### config.mk
export PLATFORM = sky130hd
export DESIGN_NAME = line_age_tracker
export DESIGN_NICKNAME = d
export VERILOG_FILES = /design/src/rtl/line_age_tracker.sv
export SDC_FILE = /design/constraint.sdc
export NUM_CORES = 1
export LEC_CHECK = 0
export CORE_UTILIZATION = 55
export CTS_CLUSTER_DIAMETER = 30
export DETAILED_ROUTE_END_ITERATION = 6
export PLACE_DENSITY = 0.73
export SLEW_MARGIN = 15
export SYNTH_ARGS = -nofsm -noshare
export SYNTH_HDL_FRONTEND = slang
export SYNTH_SLANG_ARGS = --single-unit
### constraint.sdc
create_clock -name clk -period 9.2 [get_ports clk]
set_input_delay 1.84 -clock clk [delete_from_list [all_inputs] [get_ports clk]]
set_output_delay 1.84 -clock clk [all_outputs]
set_load 0.01 [all_outputs]
### src/rtl/line_age_tracker.sv
// line_age_tracker: per-set, per-way valid bits and saturating age counters
// feeding victim selection. Hits/fills reset the touched way's age and age the
// other valid ways of the set; invalidates empty a way; a flush sequencer
// clears one set per cycle. Lookups see same-cycle updates (write-before-read).
// Optional macro LINE_AGE_TRACKER_ERR_EN adds a sticky err output for dropped
// illegal or busy-time requests.
module line_age_tracker #(
    parameter int N_WAYS   = 2,
    parameter int N_POW    = 4,
    parameter int N_SETS   = 16,
    parameter int SET_BITS = 4,
    parameter int AGE_W    = 8
) (
    input  logic                       clk,
    input  logic                       rst,
    input  logic                       lookup_valid,
    input  logic [SET_BITS-1:0]        lookup_set,
    output logic                       result_valid,
    output logic [N_WAYS-1:0]          line_empty,
    output logic [N_WAYS-1:0][31:0]    line_age,
    input  logic                       access_valid,
    input  logic                       access_fill,
    input  logic [SET_BITS-1:0]        access_set,
    input  logic [N_POW-1:0]           access_way,
    input  logic                       inv_valid,
    input  logic [SET_BITS-1:0]        inv_set,
    input  logic [N_POW-1:0]           inv_way,
    input  logic                       flush,
    output logic                       busy
`ifdef LINE_AGE_TRACKER_ERR_EN
    ,output logic                      err
`endif
);

    typedef enum logic {S_IDLE, S_FLUSH} state_t;

    state_t                state_q, state_d;
    logic [SET_BITS-1:0]   flush_ptr_q, flush_ptr_d;
    logic [N_WAYS-1:0]     valid_q [N_SETS];
    logic [N_WAYS-1:0]     valid_d [N_SETS];
    logic [AGE_W-1:0]      age_q [N_SETS][N_WAYS];
    logic [AGE_W-1:0]      age_d [N_SETS][N_WAYS];
    logic                  result_valid_q, result_valid_d;
    logic [N_WAYS-1:0]     line_empty_q, line_empty_d;
    logic [N_WAYS-1:0][31:0] line_age_q, line_age_d;

    logic idle;
    logic acc_in_range, acc_tgt_valid, acc_ok;
    logic inv_in_range, inv_ok;
    logic lk_ok;

    function automatic logic [AGE_W-1:0] age_sat_inc(input logic [AGE_W-1:0] a);
        return (a == {AGE_W{1'b1}}) ? a : a + AGE_W'(1);
    endfunction

    function automatic logic [31:0] age_zext(input logic [AGE_W-1:0] a);
        logic [31:0] r;
        r = '0;
        r[AGE_W-1:0] = a;
        return r;
    endfunction

    // Next-state for the array, FSM, flush pointer and registered lookup result.
    always_comb begin
        state_d        = state_q;
        flush_ptr_d    = flush_ptr_q;
        valid_d        = valid_q;
        age_d          = age_q;
        result_valid_d = 1'b0;
        line_empty_d   = line_empty_q;
        line_age_d     = line_age_q;
        acc_tgt_valid  = 1'b0;

        idle         = (state_q == S_IDLE);
        acc_in_range = (32'(access_set) < N_SETS) && (32'(access_way) < N_WAYS);
        inv_in_range = (32'(inv_set) < N_SETS) && (32'(inv_way) < N_WAYS);

        for (int s = 0; s < N_SETS; s++)
            for (int w = 0; w < N_WAYS; w++)
                if (32'(access_set) == s && 32'(access_way) == w)
                    acc_tgt_valid = valid_q[s][w];

        acc_ok = access_valid && idle && acc_in_range && (access_fill || acc_tgt_valid);
        inv_ok = inv_valid && idle && inv_in_range;
        lk_ok  = lookup_valid && idle && (32'(lookup_set) < N_SETS);

        // Access first, then invalidate, so an invalidate wins on its own way.
        for (int s = 0; s < N_SETS; s++) begin
            for (int w = 0; w < N_WAYS; w++) begin
                if (acc_ok && 32'(access_set) == s) begin
                    if (32'(access_way) == w) begin
                        valid_d[s][w] = valid_q[s][w] | access_fill;
                        age_d[s][w]   = '0;
                    end else if (valid_q[s][w]) begin
                        age_d[s][w] = age_sat_inc(age_q[s][w]);
                    end
                end
                if (inv_ok && 32'(inv_set) == s && 32'(inv_way) == w) begin
                    valid_d[s][w] = 1'b0;
                    age_d[s][w]   = '0;
                end
                if (!idle && 32'(flush_ptr_q) == s) begin
                    valid_d[s][w] = 1'b0;
                    age_d[s][w]   = '0;
                end
            end
        end

        case (state_q)
            S_IDLE: begin
                if (flush) state_d = S_FLUSH;
            end
            S_FLUSH: begin
                if (32'(flush_ptr_q) == N_SETS - 1) begin
                    flush_ptr_d = '0;
                    state_d     = S_IDLE;
                end else begin
                    flush_ptr_d = flush_ptr_q + SET_BITS'(1);
                end
            end
            default: state_d = S_IDLE;
        endcase

        if (lk_ok) begin
            result_valid_d = 1'b1;
            for (int s = 0; s < N_SETS; s++)
                if (32'(lookup_set) == s)
                    for (int w = 0; w < N_WAYS; w++) begin
                        line_empty_d[w] = ~valid_d[s][w];
                        line_age_d[w]   = age_zext(age_d[s][w]);
                    end
        end
    end

    // State, array and lookup-result registers.
    always_ff @(posedge clk) begin
        if (rst) begin
            state_q        <= S_IDLE;
            flush_ptr_q    <= '0;
            result_valid_q <= 1'b0;
            line_empty_q   <= '1;
            line_age_q     <= '0;
            for (int s = 0; s < N_SETS; s++) begin
                valid_q[s] <= '0;
                for (int w = 0; w < N_WAYS; w++) age_q[s][w] <= '0;
            end
        end else begin
            state_q        <= state_d;
            flush_ptr_q    <= flush_ptr_d;
            result_valid_q <= result_valid_d;
            line_empty_q   <= line_empty_d;
            line_age_q     <= line_age_d;
            valid_q        <= valid_d;
            age_q          <= age_d;
        end
    end

    assign busy         = (state_q == S_FLUSH);
    assign result_valid = result_valid_q;
    assign line_empty   = line_empty_q;
    assign line_age     = line_age_q;

`ifdef LINE_AGE_TRACKER_ERR_EN
    logic err_q, err_d;

    // Sticky flag for any request that was dropped.
    always_comb begin
        err_d = err_q;
        if (access_valid && idle && !acc_ok) err_d = 1'b1;
        if (inv_valid && idle && !inv_in_range) err_d = 1'b1;
        if (!idle && (access_valid || inv_valid || lookup_valid)) err_d = 1'b1;
    end

    // Error flag register, cleared only by reset.
    always_ff @(posedge clk) begin
        if (rst) err_q <= 1'b0;
        else     err_q <= err_d;
    end

    assign err = err_q;
`endif

endmodule

# Word-level counts from Yosys, hierarchy flattened
# Index checks and enable logic that the tools add are counted.
[classes] add_sub_neg=33 n_mul=0 n_div=0 magnitude_cmp=2 eq_ne=94 shifts=0 n_mux=389 bitwise_logic=65 reduce_logical=127
[op_table] op="two-way mux 8 bit" n=192
[op_table] op="two-way mux 64 bit" n=16
[op_table] op="adder 8 x 1 -> 8 bit, second input constant" n=32
[op_table] op="== test 8 bit, second input constant" n=32
[op_table] op="two-way mux 1 bit" n=163
[op_table] op="== test 4 bit, second input constant" n=32
[op_table] op="logical AND 1 bit" n=118
[op_table] op="== test 4 x 3 -> 1 bit, second input constant" n=16
[op_table] op="inverter 1 bit" n=33
[op_table] op="== test 4 x 2 -> 1 bit, second input constant" n=8
[op_table] op="two-way mux 2 bit" n=16
[op_table] op="bitwise OR 1 bit" n=32
[op_table] op="== test 4 x 1 -> 1 bit, second input constant" n=6
[op_table] op="zero test 4 bit" n=6
[op_table] op="nonzero test 16 bit" n=1
[op_table] op="< comparator 4 x 2 -> 1 bit, second input constant" n=2
[op_table] op="adder 4 x 1 -> 4 bit, second input constant" n=1
[op_table] op="two-way mux 4 bit" n=1
[op_table] op="one-hot mux 1 bit (2 select lines)" n=1
[op_table] op="AND reduction 2 bit" n=1
[op_table] op="logical OR 1 bit" n=1
[word_totals] ff_bits=360 latchBits=0 ram_bits=0 rom_bits=0 input_bits=27 output_inout_bits=68 wordCells=764 memories=0

# Depth between registers and ports, before layout
[depth] depth_word=57 ltp_mapped=18 ltp_nobuf=13

# Worst setup path before layout
# OpenSTA, ideal clock, no wires.
[synth_timing] path_type="input to register" start="in access_set[0]" end="reg line_age_q, in the netlist line_age[6]" setup_ns=0.140 arrival_ns=4.829 required_ns=9.060 path_slack_ns=4.231 cell_stages=15 path_buffers=3 cell_sequence="clkbuf_1 nor4bb_1 buf_2 o21ai_0 a21boi_1 o2111ai_1 and2_1 buf_2 o211ai_1 or4b_2 o21ai_0 nor2_1 or4_1 a21oi_1 a311oi_1"
[synth_between] elab_chain_len=56 word_cells_on_any_way=162 cone_classes="eq/ne: 15; mux: 96; reduce/logical: 51"
[synth_lines] item="start: declaration" line="23" source="input logic [SET_BITS-1:0] access_set,"
[synth_lines] item="zero test 4 bit" line="80, 90"
[synth_lines] item="logical AND 1 bit" line="80" source="if (32'(access_set) == s && 32'(access_way) == w)"
[synth_lines] item="two-way mux 1 bit (32 in series)" line="80"
[synth_lines] item="logical OR 1 bit" line="83" source="acc_ok = access_valid && idle && acc_in_range && (access_fill || acc_tgt_valid);"
[synth_lines] item="logical AND 1 bit" line="83"
[synth_lines] item="logical AND 1 bit" line="90" source="if (acc_ok && 32'(access_set) == s) begin"
[synth_lines] item="two-way mux 8 bit" line="90"
[synth_lines] item="two-way mux 8 bit" line="98" source="if (inv_ok && 32'(inv_set) == s && 32'(inv_way) == w) begin"
[synth_lines] item="two-way mux 8 bit" line="102" source="if (!idle && 32'(flush_ptr_q) == s) begin"
[synth_lines] item="two-way mux 64 bit (15 in series)" line="127" source="if (32'(lookup_set) == s)"
[synth_lines] item="two-way mux 64 bit *" line="127"
[synth_lines] item="end signal: assignment" line="152" source="line_age_q <= line_age_d;"
[synth_lines] item="end: declaration" line="45" source="logic [N_WAYS-1:0][31:0] line_age_q, line_age_d;"
# Every way passes the cells marked *; elsewhere a longest branch is shown, timed or not. The select of a mux whose other input is x is not followed.
# A chain may end at the register's enable or synchronous reset.

# Worst setup path after layout
[layout_timing] start="in access_set[0]" end="reg line_age_q, in the netlist line_age[3]"
# Same word-level chain as after synthesis.

==> qor.yml <==
finish:
  final_nets: 2797
  drive_gt1_frac: 0.0828
  area_growth_syn_to_layout_pct: 17.9
  n_fill_cell: 3035
  instances_no_fill: 3265
  post-route-util: 0.665
min_path:
  hold_path.startpoint: "line_empty[0]$_SDFFE_PP1P_"
  hp-class: "flop to flop"
clocking:
  htree_levels: 3
  clock_sinks: 312
  cts_setup_buffers: 0
  clock_latency_ns: 0.61
  cts.hold.buffers_added: 0
  clock_path_buffers: 3
  cts_tree: "yes"
  cts_buffers: 81
  cts_resized: 0
  clk_pin_slew_ns: 0.05
  ctsRootBufferMaster: "clkbuf_16"
yosys:
  synth_edf_count: 0
  synth_warnings: 0
  synth_area_mm2: 0.0203
  ys_seq_area_frac: 0.308
  synth_seq_cells: 312
  synth_async_sr_flop_share: 0
  syn_avg_cell_area_um2: 7.57
  synth_ff_type: "dfxtp_1"
  syn_inst: 2678
  ys_types: 92
worst_setup_path:
  crit_start: "access_set[0]"
  crit_fanout: 37
  critPathLaunchType: "input port"
  crit_type: "input port to flop"
  cp.required_ns: 9.65
  cp-end-kind: "flop"
  arrival_ns: 7.77
  r2r_start: "valid_q[23]$_SDFF_PP0_"
timing:
  skew_ns: 0.0217
  rsz0062_at_grt: "false"
  setup_viol: 0
  slew_viol_final: 0
  max_slew.worst_pin.slew_ns: 1.47
  fin_crit_sh: 0.796
  period_minus_slack_ns: 7.32
  slew_headroom: 0.0176
  max_freq_mhz: 137
  whs_ns: 0.490
  finalHoldViolCount: 0
  tns_ns: 0
global_route:
  grt_max_degree: 68
  grt_pass1_wl_mm: 133
  antenna_found_initial: 4
  grt_pass1_vias: 21400
  grt_usage: 0.467
  grt-ovfl-total: 0
place:
  placed_cells: 3112
  numPortBuffers: 46
  gp_congestion: 1.06
  dp_hpwl_mm: 65.4
power:
  finalPower_uw: 4610
  powerDensity_mw_per_mm2: 193
  max-vdd-ir-drop_uv: 167
  p_leak_uw: 0.00846
detailed_routing:
  drtIter0Drc: 3612
  route.detailed.drc: 0
  antenna_left: 0
  firstDrtPassIters: 7
  wl_per_cell_um: 27.7
  vias: 23300
  vias_per_cell: 7.13
  wl_mm: 90.3
floorplanning:
  start_util: 0.564
  core_mm2: 0.0359
  die_x_um: 194
  num_rows: 69
  io-pin-count: 95
  die_height_um: 194
  fp.dieArea_mm2: 0.0376
job:
  maxCapViolCount: 0
status:
  status: "finished clean"
==> metrics by stage <==
stage	cell area, µm²	setup slack, ns
2_1_floorplan	20400	4.23
3_3_place_gp	21100	1.56
3_5_place_dp	21100	1.51
4_1_cts	23900	2.11
5_1_grt	23900	1.83
6_report	23900	1.88
==> cell usage in the layout, fill, tap and decap left out, drive strengths merged, types with 11 or more instances in the layout <==
cell type and instances:
dfxtp 312, and2 24, a31oi 29, clkdlybuf4s50 45, a22oi 11, o31a 13, or3 20, o21a 19
ha 36, o21ai 184, inv 37, clkinv 14, mux2i 65, buf 55, and3 70, nor2b 31
nand2 235, o22ai 29, nor2 379, clkbuf 118, o2111ai 21, nand4 69, o31ai 12, o221ai 18
or4 14, nor3b 14, a211o 11, nor4 57, a21o 14, a211oi 16, a21oi 81, xnor2 57
nand2b 57, nor3 144, nand3 130, xor2 81, o211ai 42, conb 48
==> synthesized netlist by cell type, drive strengths merged (11+ instances only) <==
master | number | area share
o21ai | 184 | 0.045
xnor2 | 57 | 0.025
a21oi | 81 | 0.020
o31a | 13 | 0.0056
nand4 | 69 | 0.021
nor3b | 14 | 0.0054
and3 | 70 | 0.022
a211o | 11 | 0.0048
o211ai | 42 | 0.016
dfxtp | 312 | 0.31
and2 | 24 | 0.0074
a21o | 14 | 0.0052
inv | 32 | 0.0059
nand3 | 130 | 0.032
or4 | 14 | 0.0052
o31ai | 12 | 0.0044
a211oi | 16 | 0.0062
ha | 36 | 0.022
o2111ai | 21 | 0.0094
a31oi | 29 | 0.0090
nor2b | 31 | 0.0096
xor2 | 81 | 0.035
o221ai | 18 | 0.0078
nor4 | 57 | 0.019
o21a | 19 | 0.0070
clkbuf | 95 | 0.018
nand2b | 57 | 0.018
buf | 79 | 0.025
nor2 | 379 | 0.070
a22oi | 11 | 0.0041
or3 | 20 | 0.0062
mux2i | 65 | 0.032
nor3 | 144 | 0.036
nand2 | 235 | 0.044
o22ai | 29 | 0.0090
==> routing by layer <==
layer / part of all wire / wire [µm] / GRT usage
met4: 0.071 / 6410 / 0.277
met3: 0.16 / 14100 / 0.171
met5: 0.00038 / 34 / 0
met1: 0.38 / 34300 / 0.611
met2: 0.39 / 35500 / 0.651
==> where the power goes <==
part	switching [µW]	internal (µW)	leakage [µW]
combinational	241	83.5	0.00457
clock	912	2000	0.00137
sequential	8.47	1360	0.00252
total	1160	3450	0.00846
==> registers in the layout, indices dropped and copies added, names as in the netlist <==
| name | flops |
|---|---|
| age_q | 256 |
| valid_q | 32 |
| line_age | 16 |
| flush_ptr_q | 4 |
| line_empty | 2 |
| busy | 1 |
| result_valid | 1 |
==> final timing paths <==
path | slack (ns) | cells past startpoint | to
max | 1.88 | 15 | line_age[3]$_SDFFE_PP0P_
min | 0.49 | 2 | line_empty[0]$_SDFFE_PP1P_
max reg2reg | 4.18 | 14 | line_age[3]$_SDFFE_PP0P_
min reg2reg | 0.49 | 2 | line_empty[0]$_SDFFE_PP1P_
==> critical path: stages <==
cell             delay, ns
clkdlybuf4s50_1       0.91
nor4b_2               0.94
o21ai_0               0.22
a31oi_1               0.21
a21oi_1               0.13
o211ai_4              0.11
buf_4                 0.55
o211ai_4              0.35
buf_4                 0.33
or4_1                 0.53
xor2_1                0.35
o32a_1                0.21
a311oi_1              0.19
o41ai_1               0.68
a211oi_1              0.16
==> layout make-up <==
type | instances | area [µm²] | area share
inverter | 32 | 120 | 0.00503
antenna | 3 | 7.51 | 0.000314
timing repair buffer | 100 | 863 | 0.0361
clock buffer | 118 | 2410 | 0.101
multi-input combinational | 2207 | 13300 | 0.555
sequential | 312 | 6250 | 0.261
clock inverter | 32 | 407 | 0.0170
tap | 461 | 577 | 0.0241
==> cells by family after synthesis <==
kind of cell	share of synthesized area
and+or+nand+nor	0.316
AOI/OAI and AO/OA	0.209
DFF	0.308
buffers and inverters	0.0486
xor gates and xnor gates	0.0596
muxes	0.0354
adders and majority gates	0.0222
other	0.000185
(Power assumes the default switching activity.)
